File: config.mk
export PLATFORM = sky130hd
export DESIGN_NAME = lora_frame_rx
export DESIGN_NICKNAME = d
export VERILOG_FILES = /design/src/rtl/lora_pkg.sv /design/src/rtl/uart_byte_rx.sv /design/src/rtl/lora_frame_rx.sv
export SDC_FILE = /design/constraint.sdc
export NUM_CORES = 1
export LEC_CHECK = 0
export ABC_AREA = 0
export CAP_MARGIN = 20
export CORE_MARGIN = 4
export CORE_UTILIZATION = 61
export DETAILED_ROUTE_END_ITERATION = 8
export GPL_ROUTABILITY_DRIVEN = 0
export GPL_TIMING_DRIVEN = 1
export PLACE_DENSITY = 0.81
export SETUP_SLACK_MARGIN = 0.1
export SKIP_CTS_REPAIR_TIMING = 1
export SLEW_MARGIN = 10
export SYNTH_ARGS = -nofsm -noshare
export SYNTH_HDL_FRONTEND = slang
export SYNTH_SLANG_ARGS = --single-unit
File: constraint.sdc
create_clock -name clk -period 3.92 [get_ports clk]
set_input_delay 0.392 -clock clk [delete_from_list [all_inputs] [get_ports clk]]
set_output_delay 0.392 -clock clk [all_outputs]
set_load 0.1 [all_outputs]
File: src/rtl/lora_pkg.sv
// Shared definitions for the LoRa frame receiver: default frame bytes,
// parser / byte-receiver state encodings and baud-timing derivation.
package lora_pkg;

    localparam logic [7:0] HEAD_DEF    = 8'hA5;
    localparam logic [7:0] TYPE_ID_DEF = 8'h01;
    localparam logic [7:0] TAIL_DEF    = 8'h5A;

    typedef enum logic [2:0] {
        ST_IDLE = 3'd0,
        ST_TYPE = 3'd1,
        ST_DATA = 3'd2,
        ST_SUM  = 3'd3,
        ST_TAIL = 3'd4
    } parse_state_t;

    typedef enum logic [1:0] {
        RX_IDLE  = 2'd0,
        RX_START = 2'd1,
        RX_DATA  = 2'd2,
        RX_STOP  = 2'd3
    } rx_state_t;

    // Clock cycles per UART bit (integer division).
    function automatic int bit_div(input int clk_freq, input int baud);
        return clk_freq / baud;
    endfunction

    // Cycles from the start-bit falling edge to the start-bit centre.
    function automatic int half_div(input int clk_freq, input int baud);
        return bit_div(clk_freq, baud) / 2;
    endfunction

endpackage

File: src/rtl/uart_byte_rx.sv
// 8N1 UART byte receiver: 2-flop synchroniser, start-bit glitch rejection,
// mid-bit sampling, one-cycle valid / framing-error strobes.
module uart_byte_rx
    import lora_pkg::*;
#(
    parameter int CLK_FREQ = 50000000,
    parameter int BAUD     = 9600
) (
    input  logic       clk,
    input  logic       rst_n,
    input  logic       rxd,
    output logic [7:0] byte_data,
    output logic       byte_vld,
    output logic       byte_ferr
);

    localparam int BIT_DIV = bit_div(CLK_FREQ, BAUD);
    localparam int HALF    = half_div(CLK_FREQ, BAUD);
    localparam int CW      = $clog2(BIT_DIV);
    localparam logic [CW-1:0] BIT_LAST  = CW'(BIT_DIV - 1);
    localparam logic [CW-1:0] HALF_LAST = CW'(HALF - 1);

    logic [1:0]    sync_reg;
    logic          rx_prev;
    logic          rx_s;
    rx_state_t     rx_state;
    logic [CW-1:0] cnt;
    logic [2:0]    bit_idx;

    assign rx_s = sync_reg[1];

    // Bring the asynchronous line into clk and keep one past sample for edge detection.
    always_ff @(posedge clk or negedge rst_n) begin
        if (!rst_n) begin
            sync_reg <= 2'b11;
            rx_prev  <= 1'b1;
        end else begin
            sync_reg <= {sync_reg[0], rxd};
            rx_prev  <= rx_s;
        end
    end

    // Bit timing and shifting; returns to idle right after the stop sample.
    always_ff @(posedge clk or negedge rst_n) begin
        if (!rst_n) begin
            rx_state  <= RX_IDLE;
            cnt       <= '0;
            bit_idx   <= '0;
            byte_data <= '0;
            byte_vld  <= 1'b0;
            byte_ferr <= 1'b0;
        end else begin
            byte_vld  <= 1'b0;
            byte_ferr <= 1'b0;
            case (rx_state)
                RX_IDLE: begin
                    if (rx_prev && !rx_s) begin
                        rx_state <= RX_START;
                        cnt      <= '0;
                    end
                end
                RX_START: begin
                    if (cnt == HALF_LAST) begin
                        cnt      <= '0;
                        bit_idx  <= '0;
                        // A high line at mid start bit means a glitch, not a byte.
                        rx_state <= rx_s ? RX_IDLE : RX_DATA;
                    end else begin
                        cnt <= cnt + 1'b1;
                    end
                end
                RX_DATA: begin
                    if (cnt == BIT_LAST) begin
                        cnt       <= '0;
                        byte_data <= {rx_s, byte_data[7:1]};
                        bit_idx   <= bit_idx + 1'b1;
                        if (bit_idx == 3'd7) begin
                            rx_state <= RX_STOP;
                        end
                    end else begin
                        cnt <= cnt + 1'b1;
                    end
                end
                RX_STOP: begin
                    if (cnt == BIT_LAST) begin
                        cnt       <= '0;
                        rx_state  <= RX_IDLE;
                        byte_vld  <= rx_s;
                        byte_ferr <= !rx_s;
                    end else begin
                        cnt <= cnt + 1'b1;
                    end
                end
                default: rx_state <= RX_IDLE;
            endcase
        end
    end

endmodule

File: src/rtl/lora_frame_rx.sv
// LoRa frame parser: HEAD TYPE DATA SUM TAIL, checksum = TYPE ^ DATA.
// Holds the last good payload, flags and counts discarded frames, and
// abandons a stalled frame after TIMEOUT_BYTES byte times of silence.
module lora_frame_rx
    import lora_pkg::*;
#(
    parameter int         CLK_FREQ      = 50000000,
    parameter int         BAUD          = 9600,
    parameter logic [7:0] HEAD          = HEAD_DEF,
    parameter logic [7:0] TYPE_ID       = TYPE_ID_DEF,
    parameter logic [7:0] TAIL          = TAIL_DEF,
    parameter int         TIMEOUT_BYTES = 4
) (
    input  logic       clk,
    input  logic       rst_n,
    input  logic       uart_rxd,
    output logic [7:0] data_tx,
    output logic       data_valid,
    output logic       frame_err,
    output logic [7:0] err_cnt
);

    localparam int BIT_DIV = bit_div(CLK_FREQ, BAUD);
    localparam int LIMIT   = TIMEOUT_BYTES * 10 * BIT_DIV;
    localparam int TW      = $clog2(LIMIT + 1);
    localparam logic [TW-1:0] TMO_LAST = TW'(LIMIT - 1);

    logic [7:0]   byte_data;
    logic         byte_vld;
    logic         byte_ferr;
    parse_state_t state;
    logic [7:0]   shadow;
    logic [TW-1:0] tmo;   // cycles since the last byte_vld; that cycle is 0
    logic         discard;
    logic         resync;

    uart_byte_rx #(
        .CLK_FREQ (CLK_FREQ),
        .BAUD     (BAUD)
    ) u_rx (
        .clk       (clk),
        .rst_n     (rst_n),
        .rxd       (uart_rxd),
        .byte_data (byte_data),
        .byte_vld  (byte_vld),
        .byte_ferr (byte_ferr)
    );

    // Decide whether the frame in progress must be dropped this cycle; a
    // received byte takes precedence over a coincident timeout.
    always_comb begin
        discard = 1'b0;
        resync  = 1'b0;
        if (state != ST_IDLE) begin
            if (byte_vld) begin
                case (state)
                    ST_TYPE: discard = (byte_data != TYPE_ID);
                    ST_SUM:  discard = (byte_data != (TYPE_ID ^ shadow));
                    ST_TAIL: begin
                        discard = (byte_data != TAIL);
                        resync  = (byte_data == HEAD);
                    end
                    default: discard = 1'b0;
                endcase
            end else if (byte_ferr) begin
                discard = 1'b1;
            end else if (tmo == TMO_LAST) begin
                discard = 1'b1;
            end
        end
    end

    // Parser FSM with timeout counter and registered outputs.
    always_ff @(posedge clk or negedge rst_n) begin
        if (!rst_n) begin
            state      <= ST_IDLE;
            shadow     <= '0;
            tmo        <= '0;
            data_tx    <= '0;
            data_valid <= 1'b0;
            frame_err  <= 1'b0;
            err_cnt    <= '0;
        end else begin
            data_valid <= 1'b0;
            frame_err  <= 1'b0;
            if (discard) begin
                frame_err <= 1'b1;
                if (err_cnt != 8'hFF) begin
                    err_cnt <= err_cnt + 1'b1;
                end
                // A HEAD arriving where TAIL was expected likely starts a new frame.
                state <= resync ? ST_TYPE : ST_IDLE;
                tmo   <= resync ? TW'(1) : '0;
            end else begin
                case (state)
                    ST_IDLE: begin
                        tmo <= '0;
                        if (byte_vld && byte_data == HEAD) begin
                            state <= ST_TYPE;
                            tmo   <= TW'(1);
                        end
                    end
                    ST_TYPE: begin
                        tmo <= byte_vld ? TW'(1) : tmo + 1'b1;
                        if (byte_vld) state <= ST_DATA;
                    end
                    ST_DATA: begin
                        tmo <= byte_vld ? TW'(1) : tmo + 1'b1;
                        if (byte_vld) begin
                            shadow <= byte_data;
                            state  <= ST_SUM;
                        end
                    end
                    ST_SUM: begin
                        tmo <= byte_vld ? TW'(1) : tmo + 1'b1;
                        if (byte_vld) state <= ST_TAIL;
                    end
                    ST_TAIL: begin
                        tmo <= byte_vld ? '0 : tmo + 1'b1;
                        if (byte_vld) begin
                            data_tx    <= shadow;
                            data_valid <= 1'b1;
                            state      <= ST_IDLE;
                        end
                    end
                    default: begin
                        state <= ST_IDLE;
                        tmo   <= '0;
                    end
                endcase
            end
        end
    end

endmodule

==> results of run 1 <==
==> metal layers <==
layer	global-route usage	up-vias	part of all wire
met5	0	-	0
li1	-	1395	-
met3	0.0596	12	0.039
met4	0.0783	0	0.015
met2	0.326	60	0.47
met1	0.291	1406	0.48
==> how the worst max path moves through the flow <==
stage          depth (start not counted)                    from                      to  slack, ns
2_1_floorplan                          5  err_cnt[0]$_DFFE_PN0P_  err_cnt[1]$_DFFE_PN0P_       1.53
3_3_place_gp                           6    state[2]$_DFFE_PN0P_  err_cnt[7]$_DFFE_PN0P_       1.39
3_5_place_dp                           6    state[2]$_DFFE_PN0P_  err_cnt[7]$_DFFE_PN0P_       1.31
4_1_cts                                6    state[2]$_DFFE_PN0P_  err_cnt[7]$_DFFE_PN0P_       1.26
5_1_grt                                7        tmo[0]$_DFF_PN0_  err_cnt[7]$_DFFE_PN0P_       1.09
6_report                               6    state[2]$_DFFE_PN0P_  err_cnt[7]$_DFFE_PN0P_       1.24
==> worst max-delay path, delay by kind of cell (launching register included) <==
| kind | cells | cell delay, ns |
|---|---|---|
| AO/OA/AOI/OAI | 1 | 0.48 |
| flip-flops | 1 | 0.59 |
| multiplexers | 1 | 0.38 |
| AND/OR/NAND/NOR | 4 | 1.12 |
==> report_power, final <==
part	internal, mW	switching, mW	total [mW]
sequential	0.834	0.0242	0.858
combinational	0.102	0.194	0.296
clock	0.352	0.286	0.638
==> cells by family (layout without fill, tap and decap cells) <==
kind of cell	count (synthesis)	after routing
AO/OA/AOI/OAI	68	68
XOR/XNOR	23	23
adder cells (fa/ha/maj)	9	9
buffers and inverters	24	50
flip-flops	78	78
multiplexers	26	26
AND/OR/NAND/NOR	147	147
==> Yosys cell counts, drive strengths merged, types with 4 or more instances <==
| cell | number |
|---|---|
| a21o | 4 |
| nor2 | 40 |
| nand3 | 15 |
| clkbuf | 6 |
| mux2 | 26 |
| nand4 | 8 |
| and3 | 13 |
| xor2 | 15 |
| o21ai | 25 |
| and2 | 4 |
| buf | 5 |
| ha | 9 |
| xnor2 | 8 |
| and4 | 4 |
| nand4b | 4 |
| nand2 | 22 |
| inv | 13 |
| nor3b | 4 |
| nor3 | 5 |
| nand2b | 4 |
| dfrtp | 75 |
| o31ai | 7 |
| a31oi | 6 |
| a21oi | 6 |
| nor2b | 5 |
==> metrics by stage <==
step	power (mW)	util
floorplan	1.09	-
global placement	1.16	0.669
detailed placement	1.17	0.669
CTS	1.81	0.701
global route	1.91	0.702
finish	1.79	0.702
==> final cells by class <==
type	instances	area, um^2
Inverter	13	48.8
Sequential cell	78	1960
Clock inverter	5	75.1
Clock buffer	10	128
Tap cell	77	96.3
Timing Repair Buffer	22	213
Multi-Input combinational cell	273	1920
Fill cell	477	1880
==> impl_results.md, run 1 <==
- Ys flop type: dfrtp_1
- Placed Cells: between 400 and 500
- CTS tree: yes
- Initial antenna violation count: 0
- Area Growth Syn to Fin: 11.7%
- Most common cell after layout, fill and taps aside: dfrtp_1
- P_leak: 1.95 nW
- Clk root buf: clkbuf_8
- GRT Overall Usage: 0.213
- H-tree depth: 3
- Total CTS buffers: 9
- Deepest clock path buffer count: 2
- Hold Fails Final Rpt: 0
- Worst EP arrival: a little under 3 ns
- DRC viols: 0
- Cell Count, Final, Fillers Out: between 400 and 500
- Relative slew slack: 0.340
- Post-synth EDFFs: 0
- Post-synthesis async set-or-reset flop share: 1.00
- Slowest-stage cell, CP: dfrtp_1
- FMAX: ~370 MHz
- Clock skew: 0.0105 ns
- Synth Area in Compound Gates: 0.117
- Slew Viols, Final: 0
- Power Density: 404 nW/um^2
- Top reg by flops: tmo
- Synth Area per Inst: between 10 and 15 um^2
- # diodes: 0
- Min Tclk post-route: 2.68 ns
- Clock transition at path regs: roughly 0.080 ns
- Worst setup margin: 1.24 ns
- Layout cells sized above 1: 0.137
- Via/cell ratio: between 6 and 7
- Ports: 21
- Worst setup EP type: flip-flop
- CP Cell Sequence: nor3b_4 -> nor3_1 -> a221oi_1 -> nor4_2 -> nor4_1 -> mux2_2
- Tcrit/Tclk final: 0.684
- Initial cell density of the core: 0.628
- Dpl hpwl: between 4000 and 5000 um
- Worst path required time: between 4 and 5 ns
- Mux cell area share after synthesis: 0.0757
- XOR/XNOR Fraction of Synth Area: 0.0508
- Adder-cell area share of the yosys netlist: 0.0284
- Startpoint Class: flip-flop
- Initial DRT Pass Iterations: 4
- Reg2Reg Depth: 6
- Avg WL per Cell: approximately 16 um
- Max reg flops: 18
- Setup Crit Path Kind: flip-flop to flip-flop
- Status: complete, no violations
- Most frequent cells in the layout: dfrtp_1, nor2_1, mux2_2, o21ai_0, nand2_1
- Post-Syn Area: slightly below 4000 um^2
- Hold WS: between 0.15 and 0.2 ns
- #FFs+latches synth: slightly below 80
- First-pass GRT wire length: 13000 um
- Via count: roughly 2900
- Slew at the pin with the worst max-slew slack: about 1 ns
- Placed instance area: between 4000 and 5000 um^2
- Seq/Total Area, Yosys: 0.493
- Biggest regs: tmo: 18 flops, u_rx.cnt: 13 flops
- Syn_nets: slightly below 400
- Final ANT Viol Nets: 0
- Synth cell types: 59
- Max_cap viols: 0
- Clock sinks: just under 80
- Post-route cell area: around 4400 um^2
- HP Class: input pin to async pin
- Largest family of logic cells by synthesized area: simple AND/OR/NAND/NOR gates
- # rows: 29
- Post-synth top area cell: dfrtp_1
- Port Buffers: 20
- Dpl ws: between 1 and 1.5 ns
- Die X: 88.6 um
- Reg-to-reg endpoint: err_cnt[7]$_DFFE_PN0P_
- Setup violators final: 0
- DRT iter0 DRCs: ~190
- Core box area: 6310 um^2
- Synth Instances: 375
- Clk_lat worst skew: between 0.3 and 0.4 ns
- Unrepaired setup endpoints after global routing: false
- R2r startpoint: state[2]$_DFFE_PN0P_
- Worst IR Drop VDD: between 0.0002 and 0.0003 V
- R2R setup slack: 1.24 ns
- Crit Path Max Fanout: 15
- Post-synth top area share: 0.473
- Top post-synthesis cells by area: dfrtp_1, mux2_2, nor2_1
- Total grt overflow: 0
- Die span in y: slightly below 90 um
- Simple-gate area share of the yosys netlist: 0.211
- Critical path's largest stage delay: between 0.5 and 0.6 ns
- Wire length after detailed routing: between 7000 and 8000 um
- Die area: between 7000 and 8000 um^2
- Synth warnings: 0
- Total negative slack: 0 ns
- Nets: 409
- Pin count of the biggest net entering global routing: 79
- Vias in the first global route: 2782
Note: power is estimated with default switching activity, not from simulation.
==> inputs of run 2 (changes only) <==
--- a/config.mk
+++ b/config.mk
@@ -8,11 +8,11 @@
 export ABC_AREA = 0
 export CAP_MARGIN = 20
 export CORE_MARGIN = 4
-export CORE_UTILIZATION = 61
+export CORE_UTILIZATION = 60
 export DETAILED_ROUTE_END_ITERATION = 8
 export GPL_ROUTABILITY_DRIVEN = 0
 export GPL_TIMING_DRIVEN = 1
-export PLACE_DENSITY = 0.81
+export PLACE_DENSITY = 0.8
 export SETUP_SLACK_MARGIN = 0.1
 export SKIP_CTS_REPAIR_TIMING = 1
 export SLEW_MARGIN = 10
==> constraint.sdc (replaced) <==
create_clock -name clk -period 2.7 [get_ports clk]
set_input_delay 0.27 -clock clk [delete_from_list [all_inputs] [get_ports clk]]
set_output_delay 0.27 -clock clk [all_outputs]
set_load 0.1 [all_outputs]
==> run 2 against run 1 <==
  * Worst hold slack lost 0.13 ns
  * Setup slack lost 1.0 ns
  * Highest routed layer unchanged
  * Design area is essentially flat
  * Maximum frequency grew 8.4%
  * Non-clock buffer count grew 6
  * Clock-buffer cell count is the same
  * Combinational power grew 46%
  * Clock skew shrank 0.0016 ns
  * Wire length grew 0.54%
==> impl_results.md, run 2 (same netlist as run 1, synthesis figures left out) <==
- Worst IR Drop VDD: 0.000488 V (+69%)
- Register Area: 1960 um^2 (+0.13%)
- First-pass GRT wire length: 12900 um (-0.53%)
- Tcrit/Tclk final: 0.917 (+0.233)
- Startpoint Class: flip-flop
- Reg-to-reg endpoint: err_cnt[6]$_DFFE_PN0P_
- R2r startpoint: state[1]$_DFFE_PN0P_
- Die X: 89.3 um (+0.76%)
- DRC viols: 0 (unchanged)
- Wire length after detailed routing: 7570 um (+0.54%)
- Clock sinks: 78 (unchanged)
- Status: complete, no violations
- H-tree depth: 3 (unchanged)
- Final ANT Viol Nets: 0 (unchanged)
- CP Cell Sequence: or3b_1 -> a21boi_1 -> o211ai_1 -> or4_4 -> and4_1 -> mux2_4
- Area Growth Syn to Fin: 11.8% (about the same)
- Worst setup margin: 0.224 ns (-1.01 ns)
- Worst path required time: 2.95 ns (-1.21 ns)
- Total negative slack: 0 ns (unchanged)
- # diodes: 0 (unchanged)
- Core box area: 6390 um^2 (+1.1%)
- Relative slew slack: 0.354 (+0.0144)
- Worst EP arrival: 2.72 ns (-0.20 ns)
- Min Tclk post-route: 2.48 ns (-0.207 ns)
- Crit Path Max Fanout: 17 (+2)
- Avg WL per Cell: 15.6 um (-0.91%)
- Top reg by flops: tmo
- Reg2Reg Depth: 6 (unchanged)
- Layout cells sized above 1: 0.203 (+0.0663)
- Via count: 2931 (+2.0%)
- Total CTS buffers: 9 (unchanged)
- DRT iter0 DRCs: 207 (+7.3%)
- Area of the multi-input gates: 1920 um^2 (+0.26%)
- P_leak: 2.00 nW (+2.5%)
- Total grt overflow: 0 (unchanged)
- CTS tree: yes
- Max_cap viols: 0 (unchanged)
- Initial antenna violation count: 0 (unchanged)
- Biggest regs: tmo: 18 flops, u_rx.cnt: 13 flops
- Ports: 21 (unchanged)
- Setup violators final: 0 (unchanged)
- Pin count of the biggest net entering global routing: 79 (unchanged)
- Clk_lat worst skew: 0.36 ns (about the same)
- Initial cell density of the core: 0.621 (-0.00714)
- R2R setup slack: 0.22 ns (-1.01 ns)
- Slowest-stage cell, CP: dfrtp_2
- Slew at the pin with the worst max-slew slack: 0.969 ns (-0.0185 ns)
- Via/cell ratio: 6.04 (+0.55%)
- Port Buffers: 20 (unchanged)
- Vias in the first global route: 2741 (-1.5%)
- Die span in y: 89.3 um (+0.76%)
- Worst setup EP type: flip-flop
- Setup Crit Path Kind: flip-flop to flip-flop
- Most frequent cells in the layout: dfrtp_1, nor2_1, buf_4, mux2_2, o21ai_0
- Unrepaired setup endpoints after global routing: false
- Slew Viols, Final: 0 (unchanged)
- WP buf/inv: 0 (unchanged)
- Initial DRT Pass Iterations: 4 (unchanged)
- Util after Layout: 0.694 (-0.00758)
- GRT Overall Usage: 0.207 (-0.00604)
- FMAX: 404 MHz (+8.4%)
- # rows: 29 (unchanged)
- Max reg flops: 18 (unchanged)
- Placed Cells: 468 (+1.3%)
- Critical path's largest stage delay: 0.52 ns (-0.07 ns)
- Power Density: 580 nW/um^2 (+43%)
- Clock transition at path regs: 0.09 ns (about the same)
- HP Class: input pin to async pin
- Die area: 7980 um^2 (+1.5%)
- Clk root buf: clkbuf_8
- Nets: 415 (+1.5%)
- Filler cells: 485 (+1.7%)
- Crit path from: state[1]$_DFFE_PN0P_
- Dpl hpwl: 5040 um (+1.2%)
- Clock skew: 0.00898 ns (-0.00155 ns)
- Deepest clock path buffer count: 2 (unchanged)
- Crit-path leading delay family: simple AND/OR/NAND/NOR gates
- Hold Fails Final Rpt: 0 (unchanged)
- Most common cell after layout, fill and taps aside: dfrtp_1
- Dpl ws: 0.183 ns (-1.13 ns)
- Cell Count, Final, Fillers Out: 485 (+1.5%)
[run 2: worst register-to-register path: cells and delay by family, from the launching register on]
kind	cells	cell delay, ns
AND/OR/NAND/NOR	3	1.20
flip-flops	1	0.52
multiplexers	1	0.29
AO/OA/AOI/OAI	2	0.34
[run 2: cell type report]
type / instances / area share
Clock buffer: 10 / 0.0288
Clock inverter: 6 / 0.0158
Inverter: 13 / 0.0110
Multi-Input combinational cell: 273 / 0.433
Sequential cell: 78 / 0.442
Tap cell: 77 / 0.0217
Timing Repair Buffer: 28 / 0.0480
[run 2: worst max path at each step]
stage	endpoint	slack [ns]	cells after the start
6_report	err_cnt[6]$_DFFE_PN0P_	0.22	6
5_1_grt	err_cnt[6]$_DFFE_PN0P_	0.13	6
4_1_cts	err_cnt[6]$_DFFE_PN0P_	0.10	6
3_5_place_dp	err_cnt[6]$_DFFE_PN0P_	0.18	6
3_3_place_gp	err_cnt[6]$_DFFE_PN0P_	0.22	6
2_1_floorplan	err_cnt[1]$_DFFE_PN0P_	0.31	5
[run 2: report_power, final]
group	switching, mW	total (mW)	internal, mW	leakage, nW
Combinational	0.283	0.432	0.149	0.835
Clock	0.459	0.892	0.434	0.0895
Sequential	0.0379	1.25	1.21	1.07
[run 2: layer usage]
metal / track usage / share of wire / up-vias / routed length [um]
li1: - / - / 1416 / -
met1: 0.277 / 0.45 / 1438 / 3420
met2: 0.333 / 0.49 / 63 / 3680
met5: 0 / 0 / - / 0
met4: 0.0920 / 0.017 / 0 / 128
met3: 0.0332 / 0.045 / 14 / 340
[run 2: metrics by stage]
stage	power (mW)	hold slack (ns)	area [um^2]
after global routing	2.71	0.138	4430
after global placement	1.69	0.346	4220
after CTS	2.58	0.0872	4420
after floorplan	1.59	-0.0256	3970
after detailed placement	1.70	0.351	4220
final	2.57	0.0437	4430
